<file path="src/rtl/warmboot_sequencer.sv">
// Sequences an iCE40 warmboot: drain SPI/USB traffic, detach from USB, settle the image select, then fire BOOT.
// Optional macro WARMBOOT_DRAIN_TIMEOUT_EN bounds the drain wait to DRAIN_TIMEOUT cycles and flags drain_timeout.
module warmboot_sequencer #(
  parameter int DETACH_CYCLES = 48000,
  parameter int SETTLE_CYCLES = 16,
  parameter int DRAIN_TIMEOUT = 480000
) (
  input  logic       clk_48mhz,
  input  logic       reset,
  input  logic       boot_req,
  input  logic [1:0] boot_image,
  input  logic       spi_busy,
  input  logic       usb_tx_en,
  output logic       boot_ack,
  output logic       spi_hold_off,
  output logic       usb_pu,
  output logic       wb_s1,
  output logic       wb_s0,
  output logic       wb_boot,
  output logic       busy,
  output logic       drain_timeout
);

  localparam int DETACH_EFF = (DETACH_CYCLES < 1) ? 1 : DETACH_CYCLES;
  localparam int SETTLE_EFF = (SETTLE_CYCLES < 1) ? 1 : SETTLE_CYCLES;
  localparam int MAX_COUNT  = (DETACH_EFF > SETTLE_EFF) ? DETACH_EFF : SETTLE_EFF;
  localparam int CNT_W      = $clog2(MAX_COUNT + 1);

  typedef enum logic [2:0] {IDLE, DRAIN, DETACH, SETTLE, FIRE} state_t;

  state_t           state, state_next;
  logic [CNT_W-1:0] cnt, cnt_next;
  logic             drain_expired;
  logic             timeout_next;
  logic             accept;

  assign accept = (state == IDLE) && boot_req;

`ifdef WARMBOOT_DRAIN_TIMEOUT_EN
  localparam int DRAIN_EFF = (DRAIN_TIMEOUT < 1) ? 1 : DRAIN_TIMEOUT;
  localparam int DT_W      = $clog2(DRAIN_EFF + 1);

  logic [DT_W-1:0] drain_cnt, drain_cnt_next;

  // Counts completed DRAIN cycles; expiry fires on the DRAIN_TIMEOUT-th DRAIN edge.
  assign drain_expired = (drain_cnt == DT_W'(DRAIN_EFF - 1));

  always_comb begin
    drain_cnt_next = drain_cnt;
    if (accept)
      drain_cnt_next = '0;
    else if (state == DRAIN && !drain_expired)
      drain_cnt_next = drain_cnt + DT_W'(1);
  end

  always_ff @(posedge clk_48mhz or posedge reset) begin
    if (reset) drain_cnt <= '0;
    else       drain_cnt <= drain_cnt_next;
  end
`else
  logic unused_drain_timeout_param;
  assign unused_drain_timeout_param = |DRAIN_TIMEOUT;
  assign drain_expired = 1'b0;
`endif

  always_comb begin
    state_next   = state;
    cnt_next     = cnt;
    timeout_next = drain_timeout;
    case (state)
      IDLE: begin
        if (boot_req) state_next = DRAIN;
      end
      // A clean drain wins over a coincident timeout, so drain_timeout stays clear then.
      DRAIN: begin
        if (!spi_busy && !usb_tx_en) begin
          state_next = DETACH;
          cnt_next   = CNT_W'(DETACH_EFF);
        end else if (drain_expired) begin
          state_next   = DETACH;
          cnt_next     = CNT_W'(DETACH_EFF);
          timeout_next = 1'b1;
        end
      end
      DETACH: begin
        if (cnt == CNT_W'(1)) begin
          state_next = SETTLE;
          cnt_next   = CNT_W'(SETTLE_EFF);
        end else begin
          cnt_next = cnt - CNT_W'(1);
        end
      end
      SETTLE: begin
        if (cnt == CNT_W'(1)) begin
          state_next = FIRE;
          cnt_next   = '0;
        end else begin
          cnt_next = cnt - CNT_W'(1);
        end
      end
      FIRE: state_next = FIRE;
      default: state_next = IDLE;
    endcase
  end

  // Outputs are registered from the next state so they change on the same edge as the state.
  always_ff @(posedge clk_48mhz or posedge reset) begin
    if (reset) begin
      state         <= IDLE;
      cnt           <= '0;
      boot_ack      <= 1'b0;
      spi_hold_off  <= 1'b0;
      usb_pu        <= 1'b1;
      wb_s1         <= 1'b0;
      wb_s0         <= 1'b0;
      wb_boot       <= 1'b0;
      busy          <= 1'b0;
      drain_timeout <= 1'b0;
    end else begin
      state         <= state_next;
      cnt           <= cnt_next;
      boot_ack      <= accept;
      spi_hold_off  <= (state_next != IDLE);
      busy          <= (state_next != IDLE);
      usb_pu        <= !(state_next inside {DETACH, SETTLE, FIRE});
      wb_boot       <= (state_next == FIRE);
      drain_timeout <= timeout_next;
      if (accept) begin
        wb_s1 <= boot_image[1];
        wb_s0 <= boot_image[0];
      end
    end
  end

endmodule

</file>
<file path="config.mk">
export PLATFORM = sky130hd
export DESIGN_NAME = warmboot_sequencer
export DESIGN_NICKNAME = d
export VERILOG_FILES = /design/src/rtl/warmboot_sequencer.sv
export SDC_FILE = /design/constraint.sdc
export NUM_CORES = 1
export LEC_CHECK = 0
export CAP_MARGIN = 20
export CORE_MARGIN = 2
export CORE_UTILIZATION = 60
export DETAILED_ROUTE_END_ITERATION = 8
export PLACE_DENSITY = 0.84
export SYNTH_ARGS = -nofsm -noshare
export SYNTH_HDL_FRONTEND = slang
export SYNTH_SLANG_ARGS = --single-unit
</file>
<file path="constraint.sdc">
create_clock -name clk_48mhz -period 3.7 [get_ports clk_48mhz]
set_clock_uncertainty 0.05 [all_clocks]
set_input_delay 0.74 -clock clk_48mhz [delete_from_list [all_inputs] [get_ports clk_48mhz]]
set_output_delay 0.74 -clock clk_48mhz [all_outputs]
set_load 0.01 [all_outputs]
</file>
# Word level (Yosys, flattened, before mapping)
# Cells that the tools add are included.
dict set report op_classes {
  addsub 1
  n_eq_ne 9
  n_mux 9
  reduce_logical 10
}
# op n
set ops {}
lappend ops {{16-bit two-way mux} 3}
lappend ops {{16-bit one-hot mux with 3 select lines} 1}
lappend ops {{16-bit by 1-bit equality test with 1-bit output (second input constant)} 1}
lappend ops {{16-bit by 1-bit subtractor with 16-bit output (second input constant)} 1}
lappend ops {{3-bit one-hot mux with 5 select lines} 1}
lappend ops {{3-bit by 2-bit equality test with 1-bit output (second input constant)} 4}
lappend ops {{3-bit two-way mux} 4}
lappend ops {{3-bit nonzero test} 3}
lappend ops {{3-bit equality test (second input constant)} 2}
lappend ops {{3-bit by 1-bit equality test with 1-bit output (second input constant)} 1}
lappend ops {{1-bit logical NOT} 3}
lappend ops {{3-bit logical NOT} 1}
lappend ops {{1-bit logical AND} 2}
lappend ops {{2-bit inequality test (second input constant)} 1}
lappend ops {{2-bit AND reduction} 1}
dict set report totals {
  register_bits 25
  in_bits 7
  elab_cells 37
}

# Longest topological paths before layout
# Gate-level depths: netlist of run 1.
dict set report logic_depth {
  ltp_word 7
  depth_mapped 7
}

# Least setup slack after synthesis of run 1
# Ideal clock, no wire load.
dict set report synth_timing {
  path_kind {reg2reg}
  startpoint {register cnt[0]}
  endpoint {register cnt[6]}
  setup_time_ns 0.121
  arrival_ns 1.715
  slack_ns 1.814
  path_stages_with_launch 7
  cell_sequence {dfrtp_1 -> inv_1 -> ha_1 -> or3b_1 -> or3_1 -> a21o_1 -> a22o_1}
}
dict set report synth_via {
  elab_chain_len 3
  word_cells_on_any_way 5
}
# item line_no
set synth_lines {}
lappend synth_lines {{start: declaration} 32} ;# logic [CNT_W-1:0] cnt, cnt_next;
lappend synth_lines {{start signal: assignment} 121} ;# cnt <= cnt_next;
lappend synth_lines {{16-bit by 1-bit subtractor with 16-bit output or 16-bit by 1-bit equality test with 1-bit output (tied branches)} --}
lappend synth_lines {{16-bit two-way mux (on tied branches)} {94, 86}}
lappend synth_lines {{16-bit one-hot mux with 3 select lines *} 70} ;# case (state)
# Mark *: on every way between the ends. The rest lies on a longest branch, timed or not.
# A chain may end at the register's enable or synchronous reset.

# Final worst setup path of run 1
dict set report layout_timing {
  startpoint {register state[2]}
  endpoint {register cnt[10]}
}
dict set report layout_via {
  elab_chain_len 3
  word_cells_on_any_way 7
}
# item line_no
set layout_lines {}
lappend layout_lines {{start: declaration} 31} ;# state_t state, state_next;
lappend layout_lines {{start signal: assignment} 120} ;# state <= state_next;
lappend layout_lines {{3-bit by 1-bit equality test with 1-bit output or 3-bit by 2-bit equality test with 1-bit output (tied branches)} --}
lappend layout_lines {{2-bit inequality test (no source line) or 3-bit nonzero test (tied branches)} --}
lappend layout_lines {{2-bit AND reduction (no source line)} --}
# Parallel ways exist; a longest one is shown, timed or not.

==> results.sh, run 1 <==
export IMPL_grt_usage=0.254
export IMPL_vias=1156
export IMPL_grt_ovfl_total=0
export IMPL_tightest_slew_ps=1050
export IMPL_start_kind="flop"
export IMPL_grt_pass1_vias=1132
export IMPL_grt_pass1_wl_um=5160
export IMPL_fmax_ghz=0.416
export IMPL_cp_required_ps=3900
export IMPL_synth_xor_area_share=0
export IMPL_status="completed"
export IMPL_ant_nets=0
export IMPL_die_h_um=52.8
export IMPL_diodes=0
export IMPL_syn_area_per_cell_sq_um=10.3
export IMPL_cts_buffers=3
export IMPL_yosysSeqAreaShare=0.438
export IMPL_final_cells=175
export IMPL_rows=17
export IMPL_synth_edf_count=0
export IMPL_h_tree_depth=1
export IMPL_wl_um=3020
export IMPL_layout_drive_gt1_share=0.122
export IMPL_clock_sinks=25
export IMPL_drc=0
export IMPL_path_clk_slew_ps=140
export IMPL_routedWlPerCell_um=17.2
export IMPL_critical_path_arrival_ps=2610
export IMPL_synth_top_flop_cell="dfrtp_1"
export IMPL_firstDrtPassIters=4
export IMPL_yosysWarnings=0
export IMPL_end_kind="flop"
export IMPL_initial_core_util=0.641
export IMPL_num_fill_cells=172
export IMPL_synthSimpleGateAreaFrac=0.226
export IMPL_antenna_found_initial=0
export IMPL_cts_resized=0
export IMPL_core_sq_um=2230
export IMPL_tns_ps=0
export IMPL_finalSetupViolCount=0
export IMPL_cts_setup_buffers=0
export IMPL_placed_area_sq_um=1540
export IMPL_synth_cells=139
export IMPL_hp_class="reg2reg"
export IMPL_finalHoldViolations=0
export IMPL_synth_compound_area_frac=0.240
export IMPL_final_area_sq_um=1570
export IMPL_synth_cell_types=49
export IMPL_synth_top_family_by_area="compound AO/OA/AOI/OAI gates"
export IMPL_final_net_count=157
export IMPL_relSlewSlack=0.290
export IMPL_power_density_nw_per_um2=264
export IMPL_hold_buffers=0
export IMPL_clk_path_buf_depth=2
export IMPL_drv_cap=0
export IMPL_rsz0062_at_grt="false"
export IMPL_power_leakage_uw=0.000613
export IMPL_syn_num_nets=148
export IMPL_syn_to_final_growth_pct=9.35
export IMPL_port_buffers=13
export IMPL_clock_latency_ps=320
export IMPL_synth_fa_ha_area_frac=0.0175
export IMPL_ys_seq_elements=25
export IMPL_dp_cells=171
export IMPL_maxSlewViolCount=0
export IMPL_die_w_um=52.8
export IMPL_period_minus_slack_ps=2410
export IMPL_hpwl_um=2170
export IMPL_worstPathMaxFanout=13
export IMPL_muxShareOfSynthArea=0.0227
export IMPL_drtIter0Drc=25
export IMPL_fin_crit_sh=0.650
export IMPL_grt_start_max_net_pins=26
export IMPL_clockRootBuffer="clkbuf_4"
export IMPL_die_area_sq_um=2790
export IMPL_ios=15
export IMPL_critPathKind="reg2reg"
export IMPL_cts_tree="built"
export IMPL_syn_area_sq_um=1430
export IMPL_routabilityCongestion=0.838
export IMPL_vias_per_cell=6.61
export IMPL_vdd_ir_drop_max_mv=0.255
export IMPL_async_flop_share=1.00
[sequential cells by signal, summed over array words and instances, names as in the netlist]
name / count
wb_boot: 1
usb_pu: 1
wb_s1: 1
boot_ack: 1
wb_s0: 1
busy: 1
cnt: 16
state: 3
[Yosys cell counts, types with 3 or more instances]
cell type	n	area [sq um]
dfrtp_1	24	601
a21oi_1	16	80.1
nor2_1	11	41.3
o22a_1	8	70.1
a31oi_1	7	43.8
inv_1	5	18.8
clkbuf_1	4	15.0
nand4_1	4	25.0
nand2_1	3	11.3
nor4_2	3	37.5
o21ai_0	3	15.0
or3_1	3	18.8
[where the power goes]
part	total [uW]	switching [uW]	internal, uW
clock	121	79.3	42.1
sequential	275	0.633	274
combinational	17.3	8.56	8.73
[routing by layer]
layer | part of all wire | track usage | up-vias | routed length (um)
met5 | 0 | 0 | - | 0
met1 | 0.44 | 0.329 | 561 | 1320
met3 | 0.042 | 0.0371 | 9 | 126
met2 | 0.50 | 0.425 | 37 | 1500
li1 | - | - | 549 | -
met4 | 0.023 | 0.0983 | 0 | 69
[path summary, 6_finish.rpt]
kind	endpoint	from	cells after the start	slack [ps]
setup / recovery	cnt[10]$_DFFE_PP0P_	state[2]$_DFF_PP0_	4	1290
hold / removal	wb_s0$_DFFE_PP0P_	wb_s0$_DFFE_PP0P_	1	480
setup reg to reg	cnt[10]$_DFFE_PP0P_	state[2]$_DFF_PP0_	4	1290
hold reg to reg	wb_s0$_DFFE_PP0P_	wb_s0$_DFFE_PP0P_	1	480
max in group asynchronous	cnt[13]$_DFFE_PP0P_	reset	2	2170
min in group asynchronous	cnt[2]$_DFFE_PP0P_	reset	2	860
[layout make-up]
type,count,area (sq um),area share
inverters,5,18.8,0.0120
clock buffers,4,26.3,0.0168
well taps,28,35.0,0.0224
multi-input cells,100,728,0.465
flip-flops and latches,25,627,0.400
repair buffers,13,130,0.0831
[through the flow]
stage	utilization	setup WS [ps]	power [uW]	hold WS (ps)
2_1_floorplan	-	1810	288	433
3_3_place_gp	0.689	1210	297	439
3_5_place_dp	0.689	1170	298	457
4_1_cts	0.701	1320	417	487
5_1_grt	0.701	1100	427	508
6_report	0.701	1290	414	481
[logic make-up (layout without fill, tap and decap cells)]
group                      after synthesis  in the layout
AOI/OAI and AO/OA                       49             49
adders and majority gates                2              2
buffers and inverters                   14             22
DFF                                     25             25
muxes                                    3              3
other                                    1              1
and+or+nand+nor                         45             45
[cell usage in the layout, fill, tap and decap left out, types with 2 or more instances in the layout]
master	n
mux2_2	2
dfrtp_1	24
nor4_1	2
a32o_1	2
nand4_1	4
nor2_1	11
a21oi_1	16
nor4_2	3
o21ba_1	2
nand2b_1	2
a21o_1	2
nor3_2	2
inv_1	5
nand2_1	3
clkdlybuf4s50_1	13
nor3b_1	2
or3_1	3
a31oi_1	7
o21ai_0	3
clkbuf_4	3
ha_1	2
o22a_1	8
[critical path, cell delays in order, from the launching register on]
cell and delay (ps):
dfrtp_1 530, nand2b_1 420, a41oi_1 900, or2b_1 290, a31oi_1 150
No activity file was read; power rests on OpenSTA's default activity.
==> run 2: changes to the inputs <==
CORE_UTILIZATION = 55   (was 60)
PLACE_DENSITY = 0.78   (was 0.84)
clock period = 2.44 ns   (was 3.7 ns; I/O delays follow)
==> run 2 against run 1 <==
Wire length grew 3.8%. First-iteration DRC count grew 28%. Die area grew 8.4%. Non-clock buffer count grew 7. Utilization shrank 4.7 points. Global-route usage shrank 0.91 points. Via count grew 5.2%. Final area grew 3.5%. Register-to-register slack lost 1100 ps. Power grew 52%. Worst hold slack lost 20 ps. Sequential power grew 52%.
==> results.sh, run 2 (synthesis gave the netlist of run 1 again) <==
export IMPL_drv_cap=0
export IMPL_status="completed"
export IMPL_placed_area_sq_um=1590
export IMPL_worstPathMaxFanout=6
export IMPL_power_density_nw_per_um2=388
export IMPL_cts_tree="built"
export IMPL_fmax_ghz=0.438
export IMPL_crit_top_cell="buf_4"
export IMPL_antenna_found_initial=0
export IMPL_drc=0
export IMPL_largest_reg_flops=16
export IMPL_critPathKind="reg2reg"
export IMPL_routedWlPerCell_um=17.0
export IMPL_path_delay_family="compound AO/OA/AOI/OAI gates"
export IMPL_diodes=0
export IMPL_final_cells=184
export IMPL_port_buffers=13
export IMPL_vias_per_cell=6.61
export IMPL_maxSlewViolCount=0
export IMPL_h_tree_depth=1
export IMPL_post_route_util=0.654
export IMPL_end_kind="flop"
export IMPL_grt_ovfl_total=0
export IMPL_routabilityCongestion=0.857
export IMPL_startpoint="cnt[1]$_DFFE_PP0P_"
export IMPL_die_h_um=55.0
export IMPL_clock_latency_ps=320
export IMPL_period_minus_slack_ps=2280
export IMPL_fin_crit_sh=0.935
export IMPL_reg_top3="cnt x16, state x3"
export IMPL_core_sq_um=2480
export IMPL_critical_path_depth=8
export IMPL_crit_buf_inv=3
export IMPL_die_area_sq_um=3030
export IMPL_ios=15
export IMPL_clockRootBuffer="clkbuf_4"
export IMPL_final_area_sq_um=1620
export IMPL_grt_pass1_wl_um=5250
export IMPL_rr_worst_depth=8
export IMPL_finalHoldViolations=0
export IMPL_drtIter0Drc=32
export IMPL_regMostFlops="cnt"
export IMPL_vdd_ir_drop_max_mv=0.281
export IMPL_layout_drive_gt1_share=0.162
export IMPL_grt_start_max_net_pins=17
export IMPL_grt_usage=0.245
export IMPL_rsz0062_at_grt="false"
export IMPL_rows=18
export IMPL_start_kind="flop"
export IMPL_vias=1216
export IMPL_hold_buffers=0
export IMPL_clk_path_buf_depth=2
export IMPL_cp_required_ps=2640
export IMPL_grt_pass1_vias=1166
export IMPL_hp_class="in2async"
export IMPL_wl_um=3130
export IMPL_max_stage_delay_ps=560
export IMPL_worstPathCellList="inv_1 > ha_1 > nor4b_1 > buf_4 > a41oi_1 > buf_4 > or2b_1 > a31oi_1"
export IMPL_dp_cells=180
export IMPL_crit_end="cnt[10]$_DFFE_PP0P_"
export IMPL_cts_resized=0
export IMPL_firstDrtPassIters=4
export IMPL_tns_ps=0
export IMPL_relSlewSlack=0.447
export IMPL_critical_path_arrival_ps=2480
export IMPL_tightest_slew_ps=828
export IMPL_final_net_count=164
export IMPL_syn_to_final_growth_pct=13.2
export IMPL_finalSetupViolCount=0
export IMPL_final_cell_mix="dfrtp_1 (24), a21oi_1 (16), clkdlybuf4s50_1 (13)"
export IMPL_power_leakage_uw=0.000648
export IMPL_cts_buffers=3
export IMPL_reg2reg_from="cnt[1]$_DFFE_PP0P_"
export IMPL_reg2reg_slack_ps=160
export IMPL_path_clk_slew_ps=130
export IMPL_slowest_stage="a41oi_1"
export IMPL_clock_sinks=25
export IMPL_final_common_cell="dfrtp_1"
export IMPL_die_w_um=55.0
export IMPL_initial_core_util=0.578
export IMPL_ant_nets=0
export IMPL_hpwl_um=2230
export IMPL_cts_setup_buffers=0
export IMPL_r2r_end="cnt[10]$_DFFE_PP0P_"
## run 2: changes by cell type in the layout (fill, tap and decap cells not counted), sizes merged
cell  previous run  this run
buf              0         7
## run 2: worst reg2reg max path, cell delays in order, from the launching register on
cell and delay, ps:
dfrtp_1 420, inv_1 90, ha_1 170, nor4b_1 140, buf_4 150, a41oi_1 560
buf_4 240, or2b_1 230, a31oi_1 160
## run 2: how the worst min path moves through the flow
stage          depth (start not counted)             endpoint
6_report                               2    wb_boot$_DFF_PP0_
3_3_place_gp                           1    wb_s1$_DFFE_PP0P_
3_5_place_dp                           1    wb_s0$_DFFE_PP0P_
2_1_floorplan                          1  cnt[15]$_DFFE_PP0P_
5_1_grt                                1    wb_s0$_DFFE_PP0P_
4_1_cts                                2    wb_boot$_DFF_PP0_
## run 2: per-layer routing
layer  vias up  share of wire  global-route usage
met5         -              0                   0
met4         0          0.030               0.175
met3        12          0.049              0.0349
met2        44           0.47               0.347
met1       596           0.45               0.340
li1        564              -                   -
## run 2: power by group
part	internal, uW	switching, uW	leakage, uW
sequential	416	0.805	0.000282
clock	64.0	120	0.0000150
combinational	14.3	13.4	0.000351
## run 2: per-stage QoR
stage	setup slack, ps	hold slack [ps]	power, uW
finish	158	461	628
global route	12.7	492	657
CTS	230	481	635
detailed placement	170	450	453
global placement	219	439	452
floorplan	554	433	436
## run 2: final cells by class
class	count	area (sq um)
fillers	203	857
multi-input cells	100	728
flip-flops and latches	25	627
repair buffers	20	183
well taps	30	37.5
clock buffers	4	26.3
inverters	5	18.8
==> run 3: changes to the inputs <==
CORE_UTILIZATION = 60   (was 55)
CTS_CLUSTER_SIZE = 10   (was default)
PLACE_DENSITY = 0.84   (was 0.78)
clock period = 2.8 ns   (was 2.44 ns; I/O delays follow)
==> run 3 against run 2 <==
Count of clock-buffer cells in the layout unchanged. Utilization increased by 5.7 points. Setup slack improved by 280 ps. First-iteration DRC count increased by 72%. Critical path depth decreased by 2. Non-clock buffer count decreased by 4. Clock power decreased by 16%. Via count decreased by 1.6%.
==> results.sh, run 3 (synthesis gave the netlist of run 1 again) <==
export IMPL_initial_core_util=0.641
export IMPL_maxSlewViolCount=0
export IMPL_p_seq_frac=0.670
export IMPL_diodes=0
export IMPL_wl_um=3080
export IMPL_clockRootBuffer="clkbuf_4"
export IMPL_p_sw_uw=112
export IMPL_syn_to_final_growth_pct=10.9
export IMPL_clock_latency_ps=300
export IMPL_p_clk_frac=0.285
export IMPL_grt_busiest_layer="met2"
export IMPL_vdd_ir_drop_max_mv=0.244
export IMPL_grt_pass1_wl_um=5490
export IMPL_hold_buffers=0
export IMPL_routabilityCongestion=0.848
export IMPL_cts_setup_buffers=0
export IMPL_hpwl_um=2290
export IMPL_period_minus_slack_ps=2360
export IMPL_gr_usage_met3=0.0371
export IMPL_hold_ws_ps=493
export IMPL_grt_usage=0.267
export IMPL_port_buffers=13
export IMPL_antenna_found_initial=0
export IMPL_ant_nets=0
export IMPL_fmax_ghz=0.423
export IMPL_rows=17
export IMPL_die_w_um=52.8
export IMPL_grt_start_max_net_pins=14
export IMPL_final_cells=178
export IMPL_cts_resized=0
export IMPL_tightest_slew_ps=999
export IMPL_firstDrtPassIters=5
export IMPL_p_int_uw=431
export IMPL_h_tree_depth=1
export IMPL_tns_ps=0
export IMPL_clock_sinks=25
export IMPL_die_h_um=52.8
export IMPL_drv_cap=0
export IMPL_vias=1197
export IMPL_cp_required_ps=2960
export IMPL_power_share_switching=0.207
export IMPL_end_kind="flop"
export IMPL_dp_cells=174
export IMPL_rsz0062_at_grt="false"
export IMPL_routedWlPerCell_um=17.3
export IMPL_worstPathMaxFanout=12
export IMPL_cts_buffers=3
export IMPL_regMostFlops="cnt"
export IMPL_critPathKind="reg2reg"
export IMPL_die_area_sq_um=2790
export IMPL_power_leakage_uw=0.000628
export IMPL_final_cell_mix="dfrtp_1 (24), a21oi_1 (16), clkdlybuf4s50_1 (13)"
export IMPL_comb_power_share=0.045
export IMPL_grt_ovfl_total=0
export IMPL_reg_top3="cnt x16, state x3"
export IMPL_ios=15
export IMPL_post_route_util=0.711
export IMPL_core_sq_um=2230
export IMPL_power_density_nw_per_um2=342
export IMPL_power_uw=543
export IMPL_num_fill_cells=173
export IMPL_final_common_cell="dfrtp_1"
export IMPL_drtIter0Drc=55
export IMPL_layout_drive_gt1_share=0.140
export IMPL_cts_tree="built"
export IMPL_finalHoldViolations=0
export IMPL_hp_class="reg2reg"
export IMPL_start_kind="flop"
export IMPL_clk_path_buf_depth=2
export IMPL_grt_pass1_vias=1176
export IMPL_drc=0
export IMPL_critical_path_arrival_ps=2520
export IMPL_status="completed"
export IMPL_path_clk_slew_ps=130
export IMPL_vias_per_cell=6.72
export IMPL_finalSetupViolCount=0
export IMPL_final_net_count=160
export IMPL_gr_usage_met1=0.357
export IMPL_reg2reg_slack_ps=440
export IMPL_relSlewSlack=0.325
export IMPL_largest_reg_flops=16
export IMPL_fin_crit_sh=0.844
export IMPL_met2_usage=0.454
==> run 3: area by class of cell <==
cell class,count,area (sq um),share of cell area
sequential,25,627,0.395
inverter,5,18.8,0.0118
timing repair buffer,16,153,0.0961
tap,28,35.0,0.0221
clock buffer,4,26.3,0.0165
multi-input combinational,100,728,0.459
==> run 3: power groups by stage <==
stage               logic, uW  registers [uW]  clock network [uW]
finish                   24.5             363                 155
global route             27.7             364                 173
CTS                      25.3             364                 160
detailed placement       25.2             370                   0
global placement         24.0             370                   0
floorplan                9.56             371                   0
==> run 3: final timing paths <==
path | from | endpoint | cells past startpoint
setup / recovery | cnt[1]$_DFFE_PP0P_ | cnt[6]$_DFFE_PP0P_ | 6
hold / removal | cnt[15]$_DFFE_PP0P_ | cnt[15]$_DFFE_PP0P_ | 1
setup reg to reg | cnt[1]$_DFFE_PP0P_ | cnt[6]$_DFFE_PP0P_ | 6
hold reg to reg | cnt[15]$_DFFE_PP0P_ | cnt[15]$_DFFE_PP0P_ | 1
max in group asynchronous | reset | usb_pu$_DFF_PP1_ | 3
min in group asynchronous | reset | cnt[3]$_DFFE_PP0P_ | 2
==> run 3: metal layers <==
layer  up-vias  part of all wire
met4         0             0.016
met3         8             0.066
met1       580              0.42
met2        55              0.50
li1        554                 -
met5         -                 0
==> run 3: per-stage QoR <==
stage,setup slack [ps],cell area [sq um]
final,436,1590
after CTS,471,1590
after global routing,174,1590
after detailed placement,454,1560
after floorplan,914,1430
after global placement,505,1560
==> run 3: critical path: stages, from the launching register on <==
cell and delay (ps):
dfrtp_1 430, inv_1 110, ha_1 160, nor4b_1 490, a41oi_1 550, a21o_1 310, a22o_1 170
